==> config.mk <==
export PLATFORM = sky130hd
export DESIGN_NAME = view_sequencer
export DESIGN_NICKNAME = d
export VERILOG_FILES = /design/src/rtl/view_pkg.sv /design/src/rtl/button_debounce.sv /design/src/rtl/view_sequencer.sv
export SDC_FILE = /design/constraint.sdc
export NUM_CORES = 1
export LEC_CHECK = 0
export ABC_AREA = 1
export ABC_CLOCK_PERIOD_IN_PS = 2000
export BUFFER_PORTS_ARGS = -buffer_cell sky130_fd_sc_hd__buf_2
export CORE_MARGIN = 2
export CORE_UTILIZATION = 40
export CTS_CLUSTER_DIAMETER = 200
export DETAILED_ROUTE_END_ITERATION = 16
export PLACE_DENSITY_LB_ADDON = 0.3
export SLEW_MARGIN = 10
export SYNTH_ARGS = -nofsm -noshare
export SYNTH_HDL_FRONTEND = slang
export SYNTH_SLANG_ARGS = --single-unit
export TNS_END_PERCENT = 1
==> constraint.sdc <==
create_clock -name clock -period 2 [get_ports clock]
set_clock_uncertainty 0.2 [all_clocks]
set_input_delay 0 -clock clock [delete_from_list [all_inputs] [get_ports clock]]
set_output_delay 0 -clock clock [all_outputs]
set_load 0.05 [all_outputs]
==> src/rtl/view_pkg.sv <==
// view_pkg: shared view codes, FSM state encoding and default parameter
// values for the view sequencer and its button debouncers.
package view_pkg;

   // View codes carried on the view output and used to pick a sample stream
   localparam logic [1:0] VIEW_UPSAMPLED = 2'd0;
   localparam logic [1:0] VIEW_SHAPED    = 2'd1;
   localparam logic [1:0] VIEW_FILTERED  = 2'd2;
   localparam logic [1:0] VIEW_MODULATOR = 2'd3;

   // Sequencer FSM: either showing a view or blanking the output
   typedef enum logic [0:0] {
      ST_SHOW  = 1'b0,
      ST_BLANK = 1'b1
   } state_t;

   // Default parameter values
   localparam int DEBOUNCE_CYCLES_DEF = 50000;
   localparam int BLANK_CYCLES_DEF    = 256;
   localparam int DATA_W_DEF          = 12;
   localparam int AUTO_PERIOD_DEF     = 50000000;

   // Next view in the auto-advance rotation; 3 wraps back to 0
   function automatic logic [1:0] next_view(input logic [1:0] v);
      return v + 2'd1;
   endfunction

endpackage

==> src/rtl/button_debounce.sv <==
// button_debounce: two-flop synchronizer, stability counter and a one-cycle
// press pulse on each accepted 0->1 change of one raw push-button.
module button_debounce
   import view_pkg::*;
#(
   parameter int DEBOUNCE_CYCLES = DEBOUNCE_CYCLES_DEF
) (
   input  logic clock,
   input  logic reset,
   input  logic button,
   output logic press
);

   localparam int CNT_W = (DEBOUNCE_CYCLES > 1) ? $clog2(DEBOUNCE_CYCLES) : 1;
   localparam logic [CNT_W-1:0] CNT_LAST = CNT_W'(DEBOUNCE_CYCLES - 1);

   logic             sync_0;
   logic             sync_1;
   logic             level;
   logic [CNT_W-1:0] stable_cnt;
   logic             accept;

   // Bring the asynchronous button into the clock domain
   always_ff @(posedge clock) begin
      if (!reset) begin
         sync_0 <= 1'b0;
         sync_1 <= 1'b0;
      end else begin
         sync_0 <= button;
         sync_1 <= sync_0;
      end
   end

   // The last of DEBOUNCE_CYCLES consecutive samples that differ from level
   assign accept = (sync_1 != level) && (stable_cnt == CNT_LAST);

   // Count disagreeing samples; any agreeing sample restarts the count
   always_ff @(posedge clock) begin
      if (!reset) begin
         stable_cnt <= '0;
         level      <= 1'b0;
         press      <= 1'b0;
      end else begin
         press <= accept && sync_1;
         if (sync_1 == level) begin
            stable_cnt <= '0;
         end else if (accept) begin
            stable_cnt <= '0;
            level      <= sync_1;
         end else begin
            stable_cnt <= stable_cnt + CNT_W'(1);
         end
      end
   end

endmodule

==> src/rtl/view_sequencer.sv <==
// view_sequencer: selects one of four sample streams for display, switching
// views on debounced button presses and blanking the output for BLANK_CYCLES
// cycles around every change. Define VIEW_AUTO_CYCLE_EN to add an idle timer
// that auto-advances to the next view after AUTO_PERIOD quiet cycles.
//
// Streaming: sig_valid qualifies all four sig_n inputs in the same cycle;
// out_valid/out_data follow one cycle later, and out_data holds its last
// value while sig_valid is low. There is no backpressure.
module view_sequencer
   import view_pkg::*;
#(
   parameter int DEBOUNCE_CYCLES = DEBOUNCE_CYCLES_DEF,
   parameter int BLANK_CYCLES    = BLANK_CYCLES_DEF,
   parameter int DATA_W          = DATA_W_DEF,
   parameter int AUTO_PERIOD     = AUTO_PERIOD_DEF
) (
   input  logic              clock,
   input  logic              reset,
   input  logic [3:0]        button,
   input  logic [DATA_W-1:0] sig_0,
   input  logic [DATA_W-1:0] sig_1,
   input  logic [DATA_W-1:0] sig_2,
   input  logic [DATA_W-1:0] sig_3,
   input  logic              sig_valid,
   output logic [DATA_W-1:0] out_data,
   output logic              out_valid,
   output logic [1:0]        view,
   output logic              blanking,
   output logic              debug_state,
   output logic [1:0]        debug_pending
);

   localparam int BLANK_W = (BLANK_CYCLES > 1) ? $clog2(BLANK_CYCLES) : 1;
   localparam logic [BLANK_W-1:0] BLANK_LOAD = BLANK_W'(BLANK_CYCLES - 1);

   logic [3:0]         press;
   logic               press_any;
   logic [1:0]         press_view;
   logic               auto_fire;

   state_t             state_q;
   state_t             state_d;
   logic [1:0]         pending_q;
   logic [1:0]         pending_d;
   logic [1:0]         view_q;
   logic [BLANK_W-1:0] blank_cnt;
   logic               load_blank;
   logic               take_view;
   logic [DATA_W-1:0]  sig_sel;

   // One debouncer per button
   genvar gi;
   generate
      for (gi = 0; gi < 4; gi++) begin : g_btn
         button_debounce #(
            .DEBOUNCE_CYCLES(DEBOUNCE_CYCLES)
         ) u_btn (
            .clock (clock),
            .reset (reset),
            .button(button[gi]),
            .press (press[gi])
         );
      end
   endgenerate

   // Fixed priority among simultaneous pulses: lowest index wins
   always_comb begin
      press_any  = |press;
      press_view = VIEW_UPSAMPLED;
      for (int k = 3; k >= 0; k--) begin
         if (press[k]) press_view = 2'(k);
      end
   end

`ifdef VIEW_AUTO_CYCLE_EN
   localparam int IDLE_W = (AUTO_PERIOD > 1) ? $clog2(AUTO_PERIOD) : 1;
   localparam logic [IDLE_W-1:0] IDLE_LAST = IDLE_W'(AUTO_PERIOD - 1);

   logic [IDLE_W-1:0] idle_cnt;

   // A press pulse in the same cycle takes precedence over the timer
   assign auto_fire = (state_q == ST_SHOW) && !press_any && (idle_cnt == IDLE_LAST);

   // Idle time spent in SHOW; any press pulse or blanking restarts it
   always_ff @(posedge clock) begin
      if (!reset || (state_q == ST_BLANK) || press_any || auto_fire) begin
         idle_cnt <= '0;
      end else begin
         idle_cnt <= idle_cnt + IDLE_W'(1);
      end
   end
`else
   // Auto-advance is not built; AUTO_PERIOD is positive so this never fires
   assign auto_fire = (AUTO_PERIOD < 0);
`endif

   // FSM state register
   always_ff @(posedge clock) begin
      if (!reset) begin
         state_q <= ST_SHOW;
      end else begin
         state_q <= state_d;
      end
   end

   // FSM next state
   always_comb begin
      state_d = state_q;
      case (state_q)
         ST_SHOW: begin
            if ((press_any && (press_view != view_q)) || auto_fire) state_d = ST_BLANK;
         end
         ST_BLANK: begin
            if (!press_any && (blank_cnt == '0)) state_d = ST_SHOW;
         end
         default: state_d = ST_SHOW;
      endcase
   end

   // FSM outputs: counter load, pending update, view commit
   always_comb begin
      load_blank = 1'b0;
      take_view  = 1'b0;
      pending_d  = pending_q;
      case (state_q)
         ST_SHOW: begin
            if (press_any && (press_view != view_q)) begin
               load_blank = 1'b1;
               pending_d  = press_view;
            end else if (auto_fire) begin
               load_blank = 1'b1;
               pending_d  = next_view(view_q);
            end
         end
         ST_BLANK: begin
            // Latest press wins, even one naming the view already shown
            if (press_any) begin
               load_blank = 1'b1;
               pending_d  = press_view;
            end else if (blank_cnt == '0) begin
               take_view = 1'b1;
            end
         end
         default: begin
            load_blank = 1'b0;
         end
      endcase
   end

   // Pending view, blank countdown and the displayed view
   always_ff @(posedge clock) begin
      if (!reset) begin
         pending_q <= VIEW_UPSAMPLED;
         blank_cnt <= '0;
         view_q    <= VIEW_UPSAMPLED;
      end else begin
         pending_q <= pending_d;
         if (load_blank) begin
            blank_cnt <= BLANK_LOAD;
         end else if ((state_q == ST_BLANK) && (blank_cnt != '0)) begin
            blank_cnt <= blank_cnt - BLANK_W'(1);
         end
         if (take_view) view_q <= pending_q;
      end
   end

   // Stream belonging to the displayed view
   always_comb begin
      sig_sel = sig_0;
      case (view_q)
         VIEW_UPSAMPLED: sig_sel = sig_0;
         VIEW_SHAPED:    sig_sel = sig_1;
         VIEW_FILTERED:  sig_sel = sig_2;
         VIEW_MODULATOR: sig_sel = sig_3;
         default:        sig_sel = sig_0;
      endcase
   end

   // Output register: one cycle latency, zeros while blanking, hold when idle
   always_ff @(posedge clock) begin
      if (!reset) begin
         out_valid <= 1'b0;
         out_data  <= '0;
      end else begin
         out_valid <= sig_valid;
         if (sig_valid) begin
            out_data <= (state_q == ST_BLANK) ? '0 : sig_sel;
         end
      end
   end

   assign view          = view_q;
   assign blanking      = (state_q == ST_BLANK);
   assign debug_state   = state_q;
   assign debug_pending = pending_q;

endmodule

==> summary.txt <==
Power and ir drop
  • Total power draw: about 4.4 mW
  • Power density of the placed cells: around 670 mW/mm²
  • Sw Share: 22.35%
  • Total internal power: roughly 3.4 mW
  • Highest ir drop seen on vdd: between 0.0004 and 0.0005 V
  • Switching power summed over all nets: between 0.9 and 1 mW
  • Register share of total power: 49.1%
  • Lkg Pwr: 2.624 nW
  • Combinational cell fraction of total power: 6.6%
  • Clock network fraction of design power: around 44%

Yosys
  • Combinational family with the most area after synthesis: simple AND/OR/NAND/NOR gates
  • Post-synthesis instance total: between 700 and 800
  • Number of storage elements in the synthesis netlist: 106
  • Fraction of the mapped netlist area in compound gates: 8.524%
  • Post-synthesis area per instance: 7.087 µm²
  • Share of synthesized area spent on multiplexers: 0%
  • Netlist Area Pre-Place: 0.005152 mm²
  • Count of different cell masters after synthesis: 38
  • Post-synthesis adder-cell area fraction: 1.457%
  • Area share of and/or/nand/nor cells after synthesis: 35.67%
  • Post-Synthesis Net Count: 788
  • Fraction of synthesized cell area in xor and xnor cells: 3.910%
  • Portion of the post-synthesis area used by sequential elements: 41.19%
  • Number of synthesis warnings: 0

Clock tree
  • Number of levels the H-tree was split into: 3
  • Clock root cell: clkbuf_16
  • Cts repair resizes: 0
  • Clock Latency Late Sink: 350 ps
  • Number of buffers on the longest clock path: 2
  • Postcts setup bufs: 0
  • Clock edge transition at the registers on the reported setup and hold paths: 70 ps
  • Clock tree from TritonCTS: built
  • Clk sinks: 106
  • Clock buffer count from CTS: 9

STA
  • Achievable Freq: 0.5544 GHz
  • Min cycle time layout: 1804 ps
  • Share of the cycle needed by the critical path after routing: around nine tenths
  • Final-report hold violation count: 0
  • Final setup violating endpoints: 0
  • Post-route setup TNS: 0 ps
  • Slew @ Worst Pin: 887.5 ps
  • Setup repair after global routing missed its margin: false
  • Number of pins with negative max-slew slack in the final report: 0
  • Headroom to the max-slew limit: ~41%

Status
  • Status: complete, no violations

Hold path
  • Class of the tightest hold or removal check: in -> reg
  • Number of instances on the worst hold path: 4

Run
  • Number of maximum-capacitance violations: 0

Cells and area
  • Filler cell count in the final layout: 1226
  • Commonest cells after routing, fill and taps aside: nand2_1, dfxtp_1, inv_1, nor2_1, buf_2
  • Fraction of final layout cells sized beyond drive strength 1: 15.23%
  • Most frequent standard cell in the layout excluding fill and tap cells: nand2_1
  • Number of antenna cells inserted: 0
  • Layout area overhead: 27.51%
  • Layout Nets: 916
  • Layout Cell Area excl Fill: ~0.0066 mm²

Routing
  • 1st-pass router iterations: 4
  • Final ANT Viol Nets: 0
  • Routed wire length per instance: ~11 µm
  • Violation count after the first detailed-route iteration: 363
  • Via-per-instance ratio: 4.772
  • Total number of vias: 4925
  • Drt total wl: 11840 µm
  • Remaining DRCs: 0

GRT
  • Maximum number of pins on one net before global-route repair: 20
  • Via count of the first global-routing pass: 4592
  • First-pass GRT wire length: 20840 µm
  • Global-route total usage across every layer: about 18%
  • Global-route congestion overflow total: 0
  • Initial antenna violation count: 0

Setup path
  • Cell count of the worst reg-to-reg path: 8
  • Data required time at the worst endpoint: 2030 ps
  • Critical path fanouts, max: 16
  • Type of the setup path with the least slack: reg -> reg
  • Critical Path Sink Type: flop
  • Kind of start point of the critical path: flop
  • CP arrival: 1830 ps

Floorplanning
  • Die extent in y: 117.5 µm
  • I/O pins: 74
  • Chip Width: 117.5 µm
  • Standard-cell rows: 41
  • Total core area: 0.01262 mm²
  • Starting density of the core: roughly 40%
  • Die area: 0.01381 mm²

Placement
  • Area of placed instances: between 0.005 and 0.006 mm²
  • HPWL reported at the end of detailed placement: 7686 µm
  • Number of input and output port buffers inserted: 73
  • Placer Congestion: 0.8639
-- worst max-delay path, cell delays in order, from the launching register on --
cell and delay (ps):
dfxtp_1 420, ha_1 200, nand2_1 80, nor2_2 120
inv_2 70, nor2_4 90, nand4_2 140, nand3_2 290
nor3_1 90
-- cell type report --
class	instances	area (µm²)	share of cell area, %
sequential	106	2122	32.30
inverter	97	364.1	5.542
tap	172	215.2	3.276
multi-input combinational	505	2554	38.87
clock inverter	7	111.4	1.695
clock buffer	9	225.2	3.428
timing repair buffer	136	978.4	14.89
-- synthesized netlist by cell type --
| cell | n | share of area [%] |
|---|---|---|
| a21boi_1 | 1 | 0.15 |
| or3_1 | 1 | 0.12 |
| o21bai_1 | 1 | 0.15 |
| nand3_4 | 1 | 0.34 |
| nand3b_1 | 2 | 0.29 |
| buf_2 | 3 | 0.29 |
| clkbuf_1 | 9 | 0.66 |
| inv_2 | 4 | 0.29 |
| nand3b_2 | 1 | 0.22 |
| xor2_1 | 15 | 2.5 |
| nor4_1 | 1 | 0.12 |
| nand2_2 | 3 | 0.36 |
| nand2_1 | 160 | 12 |
| nor3_1 | 33 | 3.2 |
| o21ai_0 | 21 | 2.0 |
| a31oi_1 | 3 | 0.36 |
| buf_6 | 4 | 0.87 |
| buf_1 | 1 | 0.073 |
| o211ai_1 | 12 | 1.7 |
| or2_0 | 3 | 0.36 |
| nor2_1 | 86 | 6.3 |
| nor3_2 | 6 | 1.2 |
| nand3_1 | 62 | 6.0 |
| nor3b_1 | 3 | 0.44 |
| nand2_4 | 1 | 0.22 |
| buf_4 | 2 | 0.29 |
| nor3_4 | 1 | 0.32 |
| dfxtp_1 | 106 | 41 |
| nor2_2 | 8 | 0.97 |
| inv_1 | 93 | 6.8 |
| nand4_1 | 14 | 1.7 |
| nand4_2 | 3 | 0.73 |
| or2_2 | 3 | 0.36 |
| ha_1 | 6 | 1.5 |
| nor2_4 | 1 | 0.22 |
| nand3_2 | 3 | 0.58 |
| a21oi_1 | 42 | 4.1 |
| xnor2_1 | 8 | 1.4 |
-- what timing repair did --
item / 4_1_cts / 5_1_grt
hold buffers: 56 / 0
hold endpoints to repair: 20 / 0
endpoints found under the setup margin: 0 / 0
-- state kept, by name, summed over array words and instances, names as in the netlist --
name,cells
blank_cnt,8
blanking,1
debug_pending,2
g_btn.u_btn.level,4
g_btn.u_btn.sync_1,4
out_valid,1
out_data,12
g_btn.u_btn.press,4
g_btn.u_btn.stable_cnt,64
view,2
g_btn.u_btn.sync_0,4
-- power groups by stage --
stage	registers (mW)	clock network [mW]	logic (mW)
4_1_cts	2.14	2.02	0.281
6_report	2.14	1.94	0.287
3_3_place_gp	2.19	0	0.195
3_5_place_dp	2.19	0	0.195
2_1_floorplan	2.24	0	0.0642
5_1_grt	2.15	2.09	0.310
-- logic make-up after synthesis --
kind of cell / count (synthesis)
compound gates: 80
xor+xnor: 23
fa+ha+maj: 6
buf+inv: 116
flops: 106
simple gates: 396
-- metal layers --
layer | up-vias | track usage (%) | wire length, µm
li1 | 2596 | - | -
met1 | 2156 | 22.39 | 5338
met2 | 114 | 28.62 | 5413
met3 | 59 | 5.426 | 477
met4 | 0 | 9.337 | 605
met5 | - | 0 | 0
-- final timing paths --
check	from	endpoint	slack [ps]
max	g_btn[3].u_btn.stable_cnt[0]$_SDFF_PP0_	g_btn[3].u_btn.stable_cnt[12]$_SDFF_PP0_	200
min	button[2]	g_btn[2].u_btn.sync_0$_SDFF_PN0_	160
max reg2reg	g_btn[3].u_btn.stable_cnt[0]$_SDFF_PP0_	g_btn[3].u_btn.stable_cnt[12]$_SDFF_PP0_	200
min reg2reg	g_btn[1].u_btn.sync_0$_SDFF_PN0_	g_btn[1].u_btn.sync_1$_SDFF_PN0_	210
-- through the flow --
stage / setup slack (ps) / util, % / cells / hold WS (ps)
finish: 196.1 / 52.06 / 1032 / 159.0
global route: 2.982 / 52.06 / 1032 / 172.4
CTS: 174.4 / 52.06 / 1032 / 140.7
detailed placement: 192.2 / 44.95 / 960 / -15.17
global placement: 219.8 / 44.95 / 960 / -16.85
floorplan: 173.7 / - / 727 / -106.5
Power figures use the tool's default switching activity.
